[config.mk]
export PLATFORM = sky130hd
export DESIGN_NAME = alu_arbiter
export DESIGN_NICKNAME = d
export VERILOG_FILES = /design/src/rtl/alu_arbiter.sv
export SDC_FILE = /design/constraint.sdc
export NUM_CORES = 1
export LEC_CHECK = 0
export CORE_UTILIZATION = 42
export DETAILED_ROUTE_END_ITERATION = 16
export HOLD_SLACK_MARGIN = 0.05
export PLACE_DENSITY = 0.94
export SLEW_MARGIN = 10
export SYNTH_ARGS = -nofsm -noshare
export SYNTH_HDL_FRONTEND = slang
export SYNTH_SLANG_ARGS = --single-unit
[constraint.sdc]
create_clock -name clock -period 3.75 [get_ports clock]
set_input_delay 0.75 -clock clock [delete_from_list [all_inputs] [get_ports clock]]
set_output_delay 0.75 -clock clock [all_outputs]
set_load 0.02 [all_outputs]
[src/rtl/alu_arbiter.sv]
// alu_arbiter: shares one ALU between two requesters with round-robin arbitration.
// Operands and opcode are captured into the ALU input registers at grant. The ALU
// result is captured after ALU_LAT+1 EXEC cycles and handed back to the winner.
// Optional macro ALU_ARB_OPCHECK_EN: opcodes outside the supported set bypass the
// ALU and are answered at once with o_rsp_err=1 and o_rsp_data=0.
module alu_arbiter #(
    parameter int NB_DATA = 6,
    parameter int NB_OP   = 6,
    parameter int ALU_LAT = 1
) (
    input  logic                 clock,
    input  logic                 reset,
    input  logic [1:0]           i_valid,
    input  logic [2*NB_DATA-1:0] i_A,
    input  logic [2*NB_DATA-1:0] i_B,
    input  logic [2*NB_OP-1:0]   i_OP,
    output logic [1:0]           o_ready,
    output logic [1:0]           o_rsp_valid,
    output logic [NB_DATA-1:0]   o_rsp_data,
    output logic                 o_rsp_err,
    input  logic [1:0]           i_rsp_ready,
    output logic [NB_DATA-1:0]   o_alu_A,
    output logic [NB_DATA-1:0]   o_alu_B,
    output logic [NB_OP-1:0]     o_alu_OP,
    input  logic [NB_DATA-1:0]   i_alu_result,
    output logic                 o_busy
);

    localparam int CNT_W = (ALU_LAT < 2) ? 1 : $clog2(ALU_LAT + 1);

    typedef enum logic [1:0] {IDLE, EXEC, RESP} state_t;

    state_t               state;
    state_t               next_state;
    logic                 ptr;
    logic                 winner;
    logic [CNT_W-1:0]     cnt;
    logic                 any_req;
    logic                 gnt_idx;
    logic                 op_ok;
    logic [NB_DATA-1:0]   sel_a;
    logic [NB_DATA-1:0]   sel_b;
    logic [NB_OP-1:0]     sel_op;

    // Pick the requester to grant and mux its command fields
    always_comb begin
        any_req = |i_valid;
        gnt_idx = (&i_valid) ? ptr : i_valid[1];
        sel_a   = gnt_idx ? i_A[2*NB_DATA-1:NB_DATA] : i_A[NB_DATA-1:0];
        sel_b   = gnt_idx ? i_B[2*NB_DATA-1:NB_DATA] : i_B[NB_DATA-1:0];
        sel_op  = gnt_idx ? i_OP[2*NB_OP-1:NB_OP]    : i_OP[NB_OP-1:0];
    end

`ifdef ALU_ARB_OPCHECK_EN
    function automatic logic op_supported(input logic [NB_OP-1:0] op);
        case (op)
            NB_OP'(6'b100000), NB_OP'(6'b100010), NB_OP'(6'b100100),
            NB_OP'(6'b100101), NB_OP'(6'b100110), NB_OP'(6'b100111),
            NB_OP'(6'b000011), NB_OP'(6'b000010): return 1'b1;
            default:                              return 1'b0;
        endcase
    endfunction

    assign op_ok = op_supported(sel_op);
`else
    assign op_ok = 1'b1;
`endif

    assign o_busy = (state != IDLE);

    // State register
    always_ff @(posedge clock or posedge reset) begin
        if (reset) state <= IDLE;
        else       state <= next_state;
    end

    // Next-state decode and combinational grant
    always_comb begin
        next_state = state;
        o_ready    = 2'b00;
        case (state)
            IDLE: begin
                if (any_req) begin
                    o_ready    = gnt_idx ? 2'b10 : 2'b01;
                    next_state = op_ok ? EXEC : RESP;
                end
            end
            EXEC: begin
                if (cnt == '0) next_state = RESP;
            end
            RESP: begin
                if (i_rsp_ready[winner]) next_state = IDLE;
            end
            default: next_state = IDLE;
        endcase
    end

    // Command capture, EXEC countdown, response register and pointer update
    always_ff @(posedge clock or posedge reset) begin
        if (reset) begin
            ptr         <= 1'b0;
            winner      <= 1'b0;
            cnt         <= '0;
            o_alu_A     <= '0;
            o_alu_B     <= '0;
            o_alu_OP    <= '0;
            o_rsp_valid <= 2'b00;
            o_rsp_data  <= '0;
        end else begin
            case (state)
                IDLE: begin
                    if (any_req) begin
                        winner <= gnt_idx;
                        if (op_ok) begin
                            o_alu_A  <= sel_a;
                            o_alu_B  <= sel_b;
                            o_alu_OP <= sel_op;
                            cnt      <= CNT_W'(ALU_LAT);
                        end else begin
                            o_rsp_data  <= '0;
                            o_rsp_valid <= gnt_idx ? 2'b10 : 2'b01;
                        end
                    end
                end
                EXEC: begin
                    if (cnt == '0) begin
                        o_rsp_data  <= i_alu_result;
                        o_rsp_valid <= winner ? 2'b10 : 2'b01;
                    end else begin
                        cnt <= cnt - 1'b1;
                    end
                end
                RESP: begin
                    if (i_rsp_ready[winner]) begin
                        o_rsp_valid <= 2'b00;
                        ptr         <= ~winner;
                    end
                end
                default: ;
            endcase
        end
    end

`ifdef ALU_ARB_OPCHECK_EN
    logic rsp_err;

    // Error flag: set on an unsupported grant, cleared when the response is taken
    always_ff @(posedge clock or posedge reset) begin
        if (reset) begin
            rsp_err <= 1'b0;
        end else if (state == IDLE && any_req && !op_ok) begin
            rsp_err <= 1'b1;
        end else if (state == RESP && i_rsp_ready[winner]) begin
            rsp_err <= 1'b0;
        end
    end

    assign o_rsp_err = rsp_err;
`else
    assign o_rsp_err = 1'b0;
`endif

endmodule

# Yosys cells after proc, flatten, opt, wreduce, memory -nomap -nowiden

Index checks and enable logic that the tools add are counted.

Bits in latches: 0
Bits of input ports: 48
Register bits after elaboration: 31
Memories kept: 0
Output and inout bits: 30
ROM bits: 0
Logic and storage cells: 49
RAM bits: 0

Bitwise operators: 2
Reductions and logical operators: 12
Add/sub/neg operators: 1
Multiply operators: 0
Shift-type cells: 0
Multiplexer cells: 19
Eq/ne operators: 5
Magnitude comparators: 1
Divide/modulo/power cells: 0

Operator list:

| kind                                                                         | number |
|---|---|
| 6-bit 2-to-1 mux                                                             | 3 |
| 2-bit 2-to-1 mux                                                             | 8 |
| 2-bit AND reduction                                                          | 5 |
| 2-bit inequality test, second input constant                                 | 3 |
| 2-bit case mux with 3 select lines                                           | 1 |
| 3-bit AND reduction                                                          | 2 |
| 2-bit nonzero test                                                           | 3 |
| 1-bit 2-to-1 mux                                                             | 5 |
| 2-bit case mux with 2 select lines                                           | 1 |
| 2-bit by 1-bit equality test with 1-bit output, second input constant        | 1 |
| 2-bit equality test, second input constant                                   | 1 |
| 2-bit zero test                                                              | 1 |
| 1-bit by 2-bit less-than comparator with 1-bit output, second input constant | 1 |
| 1-bit inverter                                                               | 2 |
| 1-bit case mux with 2 select lines                                           | 1 |
| 2-bit OR reduction                                                           | 1 |
| 1-bit subtractor, second input constant                                      | 1 |

# Logic depth before layout (Yosys ltp)

Gate-level depths: netlist (run 1).

Depth in word-level cells: 5
Gate-level depth with buffers: 5
Depth with buffers taken out: 3

# Worst setup path before layout (run 1)

Ideal clock, no wire load.

Path type: input -> output
Start: in i_valid[1]
End: out o_ready[0]
Required time: 3000 ps
Setup slack: 1539 ps
Arrival time: 1461 ps
Stages on the path: 4
Path buffers: 1
Cells stage by stage: or2_1 -> buf_2 -> nand2_1 -> a21oi_1

Longest elaborated chain between the ends: 5

Ends and longest elaborated chain:

| item                | line | source |
|---|---|---|
| start, declared     | 13   | `input logic [1:0] i_valid,` |
| 2-bit AND reduction | 48   | `gnt_idx = (&i_valid) ? ptr : i_valid[1];` |
| 1-bit 2-to-1 mux    | 48   |  |
| 2-bit 2-to-1 mux    | 84   | `o_ready = gnt_idx ? 2'b10 : 2'b01;` |
| 2-bit 2-to-1 mux *  | 83   | `if (any_req) begin` |
| 2-bit 2-to-1 mux *  | 81   | `case (state)` |
| end, declared       | 17   | `output logic [1:0] o_ready,` |

Mark *: on every way between the ends. The rest lies on a longest branch, timed or not.

# Final worst setup path (run 1)

Same ends and word-level chain as after synthesis.

==> results of run 1 <==
-- sequential cells by signal, summed over array words and instances (netlist names) --
signal / count
cnt: 1
o_alu_A: 6
o_alu_OP: 6
winner: 1
o_rsp_data: 6
o_alu_B: 6
o_rsp_valid: 2
ptr: 1
state: 2
-- final timing paths --
kind,slack [ns],endpoint,depth (start not counted)
worst max-delay path,0.55,o_ready[0],5
worst min-delay path,0.49,o_rsp_data[4],2
worst max register to register,1.66,o_alu_OP[2],4
worst min register to register,0.49,o_rsp_data[4],2
max in group asynchronous,2.68,o_alu_OP[3],3
min in group asynchronous,0.79,o_alu_A[2],3
-- where the power goes --
group          switching (mW)  internal [mW]
combinational           0.508          0.453
clock                   0.109         0.0866
sequential              0.120          0.501
total                   0.737           1.04
-- metrics by stage --
step | power [mW] | std cells | setup slack, ns | utilization, % | hold WS [ns]
after detailed placement | 1.58 | 284 | 0.548 | 67.3 | 0.470
final | 1.78 | 291 | 0.551 | 69.0 | 0.490
after global routing | 1.89 | 291 | 0.470 | 69.0 | 0.517
after global placement | 1.55 | 284 | 0.586 | 67.3 | 0.456
after CTS | 1.78 | 291 | 0.551 | 69.0 | 0.491
after floorplan | 1.15 | 171 | 1.54 | - | 0.476
-- cell type report --
type                    count  area share [%]
flip-flops and latches     31            33.2
inverters                   5           0.803
clock inverters             1           0.214
repair buffers             81            34.1
multi-input cells         121            27.0
well taps                  46            2.46
clock buffers               6            2.19
-- critical path: stages --
cell             delay [ns]
clkdlybuf4s50_1        0.61
or2_1                  0.16
nand2_1                0.13
a21oi_1                0.18
clkdlybuf4s50_1        0.62
-- cell usage in the layout, fill, tap and decap left out, types with 3 or more instances in the layout --
master and n:
inv_1 5, clkbuf_4 5, a21oi_1 22, nand3b_1 3
dfrtp_1 31, a31oi_1 18, nand2_1 25, nand3_1 18
buf_4 5, o21ai_0 22, clkdlybuf4s50_1 76
-- cell families after synthesis --
kind of cell	count (synthesis)	synth area share, %
AO/OA/AOI/OAI	64	23.4
flip-flops	31	51.5
AND/OR/NAND/NOR	55	17.6
other	1	0.249
buffers and inverters	19	6.48
multiplexers	1	0.665
-- metal layers --
| layer | global-route usage, % | up-vias | wire length (um) |
|---|---|---|---|
| li1 | - | 755 | - |
| met1 | 29.0 | 751 | 1700 |
| met2 | 40.7 | 69 | 2240 |
| met3 | 4.76 | 11 | 239 |
| met4 | 14.0 | 0 | 104 |
| met5 | 0 | - | 0 |
==> flow_summary.ini, run 1 <==
[power]
power_leakage_nw = 0.982
vdd.ir_drop.worst_mv = 0.347
power_density_mw_per_mm2 = 760

[timing]
slew_viol_final = 0
hold_viol_final = 0
finalSetupViolations = 0
max_slew.worst_pin.slew_ns = 0.673
max_freq_mhz = 313
period_minus_slack_ns = 3.20
max_slew_margin_pct = 55.0
rsz0062_at_grt = false
period_share_pct = 85.3
clock_skew_ns = 0.00709
tns_ns = 0

[routing]
avgViaCountPerCell = 5.45
drt_iter0_drc = 68
first_pass_iters = 4
antenna_left = 0
post-route-drc-count = 0
num_vias = 1586
drt-total-wl_um = 4280
wire_per_inst_um = 14.7

[placed_design]
dpl-instance-area_mm2 = 0.00228
place_congestion = 0.778
port_buffers = 76
dp_hpwl_um = 3070

[critical_path]
start_kind = input pin
startpoint = i_valid[1]
crit_path_end_kind = primary output
cp.required_ns = 3.00
path_class = in2out
crit_fanout = 9
r2r-start = state[1]
cp.arrival_ns = 2.45

[yosys]
syn_area_mm2 = 0.00151
synth.top_cells.by_area = dfrtp_1 52%, a31oi_1 7.5%, a21oi_1 7.3%
syn_inst = 171
async_reset_ff_share_pct = 100
synth-seq-area-share_pct = 51.5
synth.avg_cell_area_um2 = 8.80
yosysUniqueCellTypes = 25
synth-seq-cells = 31
yosys-top-cells-count = 31 x dfrtp_1, 25 x nand2_1, 22 x a21oi_1, 22 x o21ai_0
synth.most_common_cell = dfrtp_1
yosysTopAreaCell = dfrtp_1
synth_edf_count = 0
synth-main-ff-cell = dfrtp_1
postSynthNetCount = 219
netlist.area_leader.share_pct = 51.5
ys.warnings.count = 0

[floorplan]
core_area_mm2 = 0.00339
rows = 21
fp.dieH_um = 61.9
die_area_mm2 = 0.00383
die_width_um = 61.9
initial_core_util_pct = 44.4
io_pins = 78

[layout]
register_area_um2 = 776
final_area_mm2 = 0.00234
antenna_cells = 0
fillers = 265
multiInputGateArea_um2 = 632
syn_to_final_growth_pct = 55.4
nets = 293
drive_gt1_share_pct = 5.31

[clock_network]
numCtsBuffers = 5
cts_buffer_depth = 2
cts_max_level = 2
path_clk_slew_ns = 0.09
cts_tree = built
hold_buffers = 0
clock_sinks = 31
post_cts_resized = 0
post_cts_buffers = 0
cts-root-buf = clkbuf_4
clk_latency_ns = 0.33

[global_routing]
antenna_found_initial = 0
grt.total_usage_pct = 24.2
grt_pass1_wl_um = 6460
grt_max_degree = 32
globalRouteOverflowTotal = 0
grt_pass1_vias = 1483

[run_status]
status = finished clean

[job]
cap_violations = 0

[hold_path]
hp-class = reg2reg
worstHoldStart = o_rsp_data[4]
No activity file was read; power rests on OpenSTA's default activity.
==> run 2: changes to the inputs <==
--- a/config.mk
+++ b/config.mk
@@ -5,6 +5,7 @@
 export SDC_FILE = /design/constraint.sdc
 export NUM_CORES = 1
 export LEC_CHECK = 0
+export CORE_MARGIN = 2
 export CORE_UTILIZATION = 42
 export DETAILED_ROUTE_END_ITERATION = 16
 export HOLD_SLACK_MARGIN = 0.05
==> constraint.sdc (replaced) <==
create_clock -name clock -period 3.75 [get_ports clock]
set_input_delay 0.75 -clock clock [delete_from_list [all_inputs] [get_ports clock]]
set_output_delay 0.75 -clock clock [all_outputs]
set_load 0.1 [all_outputs]
==> run 2 against run 1 <==
Die area grew 6.6%. Non-clock buffer count is the same. Via count shrank 2.6%. Register-to-register slack lost 0.07 ns. Fmax grew 6.9%. Worst setup slack gained 0.21 ns. Global-route usage shrank 2.7 points.
==> flow_summary.ini, run 2 (same netlist as run 1, synthesis figures left out) <==
[clock_network]
cts_tree = built
post_cts_buffers = 0
cts_max_level = 2
numCtsBuffers = 5
path_clk_slew_ns = 0.09
clk_latency_ns = 0.33
cts-root-buf = clkbuf_4
hold_buffers = 0
post_cts_resized = 0
cts_buffer_depth = 2
clock_sinks = 31

[floorplan]
die_width_um = 63.9
die_area_mm2 = 0.00408
initial_core_util_pct = 44.4
fp.dieH_um = 63.9
rows = 21
core_area_mm2 = 0.00339
io_pins = 78

[layout]
drive_gt1_share_pct = 6.53
fillers = 260
stdcell_count = 291
final_common_cell = clkdlybuf4s50_1
mostFrequentLayoutCells = 73 x clkdlybuf4s50_1, 31 x dfrtp_1, 25 x nand2_1, 22 x o21ai_0, 22 x a21oi_1
register_area_um2 = 776
fin_util_pct = 69.5
syn_to_final_growth_pct = 56.5
nets = 293
antenna_cells = 0
multiInputGateArea_um2 = 632

[timing]
period_share_pct = 79.8
finalSetupViolations = 0
rsz0062_at_grt = false
max_slew.worst_pin.slew_ns = 0.993
clock_skew_ns = 0.00234
tns_ns = 0
max_slew_margin_pct = 33.6
slew_viol_final = 0
period_minus_slack_ns = 2.99
hold_viol_final = 0
max_freq_mhz = 334

[critical_path]
crit_path_end_kind = primary output
start_kind = input pin
cp.arrival_ns = 2.24
startpoint = i_valid[0]
reg2reg_to = o_alu_B[1]
r2r-start = state[1]
cp.required_ns = 3.00
reg2reg_slack_ns = 1.59
crit_fanout = 20
path_class = in2out
critical_path.endpoint = o_ready[0]
ff2ff_path_depth = 4

[placed_design]
placedCellCount = 284
place_congestion = 0.809
port_buffers = 76
dp_hpwl_um = 3060

[routing]
wire_per_inst_um = 14.2
num_vias = 1544
avgViaCountPerCell = 5.31
post-route-drc-count = 0
antenna_left = 0
drt_iter0_drc = 60
first_pass_iters = 6
drt-total-wl_um = 4120

[global_routing]
globalRouteOverflowTotal = 0
grt_max_degree = 32
grt_pass1_wl_um = 6900
grt_pass1_vias = 1537
grt.total_usage_pct = 21.5
antenna_found_initial = 0

[job]
cap_violations = 0

[run_status]
status = finished clean

[hold_path]
hp-class = reg2reg
==> run 2: changes by cell type in the layout (fill, tap and decap cells not counted) <==
cell,previous run,this run
buf_12,0,2
buf_4,5,6
clkdlybuf4s50_1,76,73
==> run 2: area by class of cell <==
cell class / count / area share [%]
multi-input combinational: 121 / 26.8
inverter: 5 / 0.797
timing repair buffer: 81 / 34.6
sequential: 31 / 32.9
tap: 46 / 2.44
clock inverter: 1 / 0.212
clock buffer: 6 / 2.18
==> run 2: worst min-delay path by stage <==
| stage | slack [ns] | end | cells past startpoint | from |
|---|---|---|---|---|
| after floorplan | 0.48 | ptr | 2 | ptr |
| after global placement | 0.46 | o_rsp_data[2] | 2 | o_rsp_data[2] |
| after detailed placement | 0.46 | o_rsp_data[2] | 2 | o_rsp_data[2] |
| after CTS | 0.48 | o_rsp_data[2] | 2 | o_rsp_data[2] |
| after global routing | 0.53 | o_rsp_data[0] | 2 | o_rsp_data[0] |
| final | 0.48 | o_rsp_data[0] | 2 | o_rsp_data[0] |
==> run 2: critical path, stage by stage <==
cell	delay [ns]
clkdlybuf4s50_1	0.48
or2_1	0.10
buf_4	0.23
nand2_1	0.15
a21oi_1	0.30
buf_12	0.22
==> run 2: through the flow <==
step / area (um2) / hold slack [ns] / worst slack [ns]
global route: 2360 / 0.529 / 0.622
CTS: 2360 / 0.485 / 0.774
floorplan: 1510 / 0.476 / 0.415
global placement: 2300 / 0.457 / 0.813
finish: 2360 / 0.481 / 0.757
detailed placement: 2300 / 0.462 / 0.793
==> run 2: routing by layer <==
layer | vias to the layer above | share of wire (%) | track usage [%]
li1 | 752 | - | -
met1 | 732 | 42 | 26.2
met2 | 56 | 50 | 36.8
met3 | 4 | 6.6 | 6.87
met4 | 0 | 1.1 | 4.89
met5 | - | 0 | 0
Power of run 2 is left out: the tool's default activity adds up to more than one toggle a clock period on the data nets, which glitch-free logic cannot reach.
==> run 3: changes to the inputs <==
--- a/config.mk
+++ b/config.mk
@@ -6,10 +6,10 @@
 export NUM_CORES = 1
 export LEC_CHECK = 0
 export CORE_MARGIN = 2
-export CORE_UTILIZATION = 42
+export CORE_UTILIZATION = 39
 export DETAILED_ROUTE_END_ITERATION = 16
 export HOLD_SLACK_MARGIN = 0.05
-export PLACE_DENSITY = 0.94
+export PLACE_DENSITY = 0.89
 export SLEW_MARGIN = 10
 export SYNTH_ARGS = -nofsm -noshare
 export SYNTH_HDL_FRONTEND = slang
==> constraint.sdc (replaced) <==
create_clock -name clock -period 3.1 [get_ports clock]
set_input_delay 0.62 -clock clock [delete_from_list [all_inputs] [get_ports clock]]
set_output_delay 0.62 -clock clock [all_outputs]
set_load 0.1 [all_outputs]
==> run 3 against run 2 <==
Worst setup slack worse by 0.15 ns. Routed wire length down 1.7%. Via count down 1.6%. Final cell count up 1.0%. Non-clock buffer count unchanged. Sequential share of layout area up 0.35 points. Critical path depth down 1. Global-route usage down 1.1 points. Worst hold slack worse by 0.0028 ns. Critical path type unchanged. Critical endpoint unchanged.
==> flow_summary.ini, run 3 (same netlist as run 1, synthesis figures left out) <==
[layout]
mostFrequentLayoutCells = 47 x clkdlybuf4s50_1, 31 x dfrtp_1, 31 x buf_4, 25 x nand2_1
fin_util_pct = 63.2
register_area_um2 = 776
drive_gt1_share_pct = 16.7
final_common_cell = clkdlybuf4s50_1
syn_to_final_growth_pct = 54.9
antenna_cells = 0
multiInputGateArea_um2 = 632
nets = 293
fillers = 323
stdcell_count = 294

[global_routing]
grt_pass1_vias = 1432
grt_pass1_wl_um = 6700
grt.total_usage_pct = 20.4
grt_max_degree = 32
globalRouteOverflowTotal = 0
antenna_found_initial = 0

[critical_path]
cp.arrival_ns = 1.87
crit_fanout = 4
crit_path_end_kind = primary output
path_class = in2out
path_cells = clkdlybuf4s50_1, or2_1, nand2_1, a21oi_1, buf_12
cp_num_buf_inv = 2
crit_path_max_incr_delay_ns = 0.50
path_delay_family = buffers and inverters
slowest_stage = clkdlybuf4s50_1
cp.required_ns = 2.48
start_kind = input pin

[placed_design]
place_congestion = 0.728
dp_hpwl_um = 2880
placedCellCount = 286
port_buffers = 76

[clock_network]
numCtsBuffers = 5
clk_latency_ns = 0.28
path_clk_slew_ns = 0.06
hold_buffers = 0
clock_sinks = 31
cts_tree = built
cts-root-buf = clkbuf_8
cts_max_level = 2
post_cts_resized = 0
post_cts_buffers = 0
cts_buffer_depth = 2

[timing]
rsz0062_at_grt = false
max_freq_mhz = 401
period_minus_slack_ns = 2.49
slew_viol_final = 0
period_share_pct = 80.4
tns_ns = 0
clock_skew_ns = 0.00422
max_slew.worst_pin.slew_ns = 0.686
finalSetupViolations = 0
max_slew_margin_pct = 54.2
hold_viol_final = 0

[hold_path]
hp-class = reg2reg

[floorplan]
die_area_mm2 = 0.00437
io_pins = 78
initial_core_util_pct = 40.8
fp.dieH_um = 66.1
die_width_um = 66.1
rows = 22
core_area_mm2 = 0.00369

[run_status]
status = finished clean

[routing]
drt-total-wl_um = 4050
post-route-drc-count = 0
num_vias = 1519
drt_iter0_drc = 162
wire_per_inst_um = 13.8
avgViaCountPerCell = 5.17
first_pass_iters = 4
antenna_left = 0

[job]
cap_violations = 0
==> run 3: cell count changes in the layout (fill, tap and decap cells not counted), sizes merged <==
cell / delta
clkbuf: +1
clkdlybuf4s50: -26
buf: +26
==> run 3: path summary, 6_finish.rpt <==
path | from | to | slack, ns | cells after the start
min in group asynchronous | reset | o_alu_B[0] | 0.72 | 3
worst min register to register | o_rsp_data[3] | o_rsp_data[3] | 0.48 | 2
worst max register to register | state[0] | o_alu_B[4] | 1.35 | 4
max in group asynchronous | reset | o_alu_A[2] | 2.09 | 3
worst max-delay path | i_valid[0] | o_ready[0] | 0.61 | 5
worst min-delay path | o_rsp_data[3] | o_rsp_data[3] | 0.48 | 2
==> run 3: metrics by stage <==
step | worst slack [ns] | hold WS (ns) | area (um2)
final | 0.607 | 0.478 | 2330
after global routing | 0.555 | 0.516 | 2330
after CTS | 0.631 | 0.480 | 2330
after detailed placement | 0.630 | 0.465 | 2250
after global placement | 0.635 | 0.461 | 2250
after floorplan | 0.0250 | 0.476 | 1510
==> run 3: area by class of cell <==
| type | count | share of cell area, % |
|---|---|---|
| Clock buffer | 7 | 3.27 |
| Clock inverter | 1 | 0.215 |
| Inverter | 5 | 0.805 |
| Multi-Input combinational cell | 121 | 27.1 |
| Sequential cell | 31 | 33.3 |
| Tap cell | 48 | 2.58 |
| Timing Repair Buffer | 81 | 32.7 |
==> run 3: routing by layer <==
metal / up-vias / GRT usage [%] / share of wire (%)
met2: 70 / 32.0 / 46
met4: 0 / 6.89 / 1.6
met3: 6 / 6.30 / 9.6
met1: 689 / 26.5 / 42
li1: 754 / - / -
met5: - / 0 / 0
==> run 3: tightest hold or removal path, cell delays in order, from the launching register on <==
cell	delay, ns
dfrtp_1	0.34
nand2_1	0.05
nand2_1	0.06
Power of run 3 is left out for the same reason.
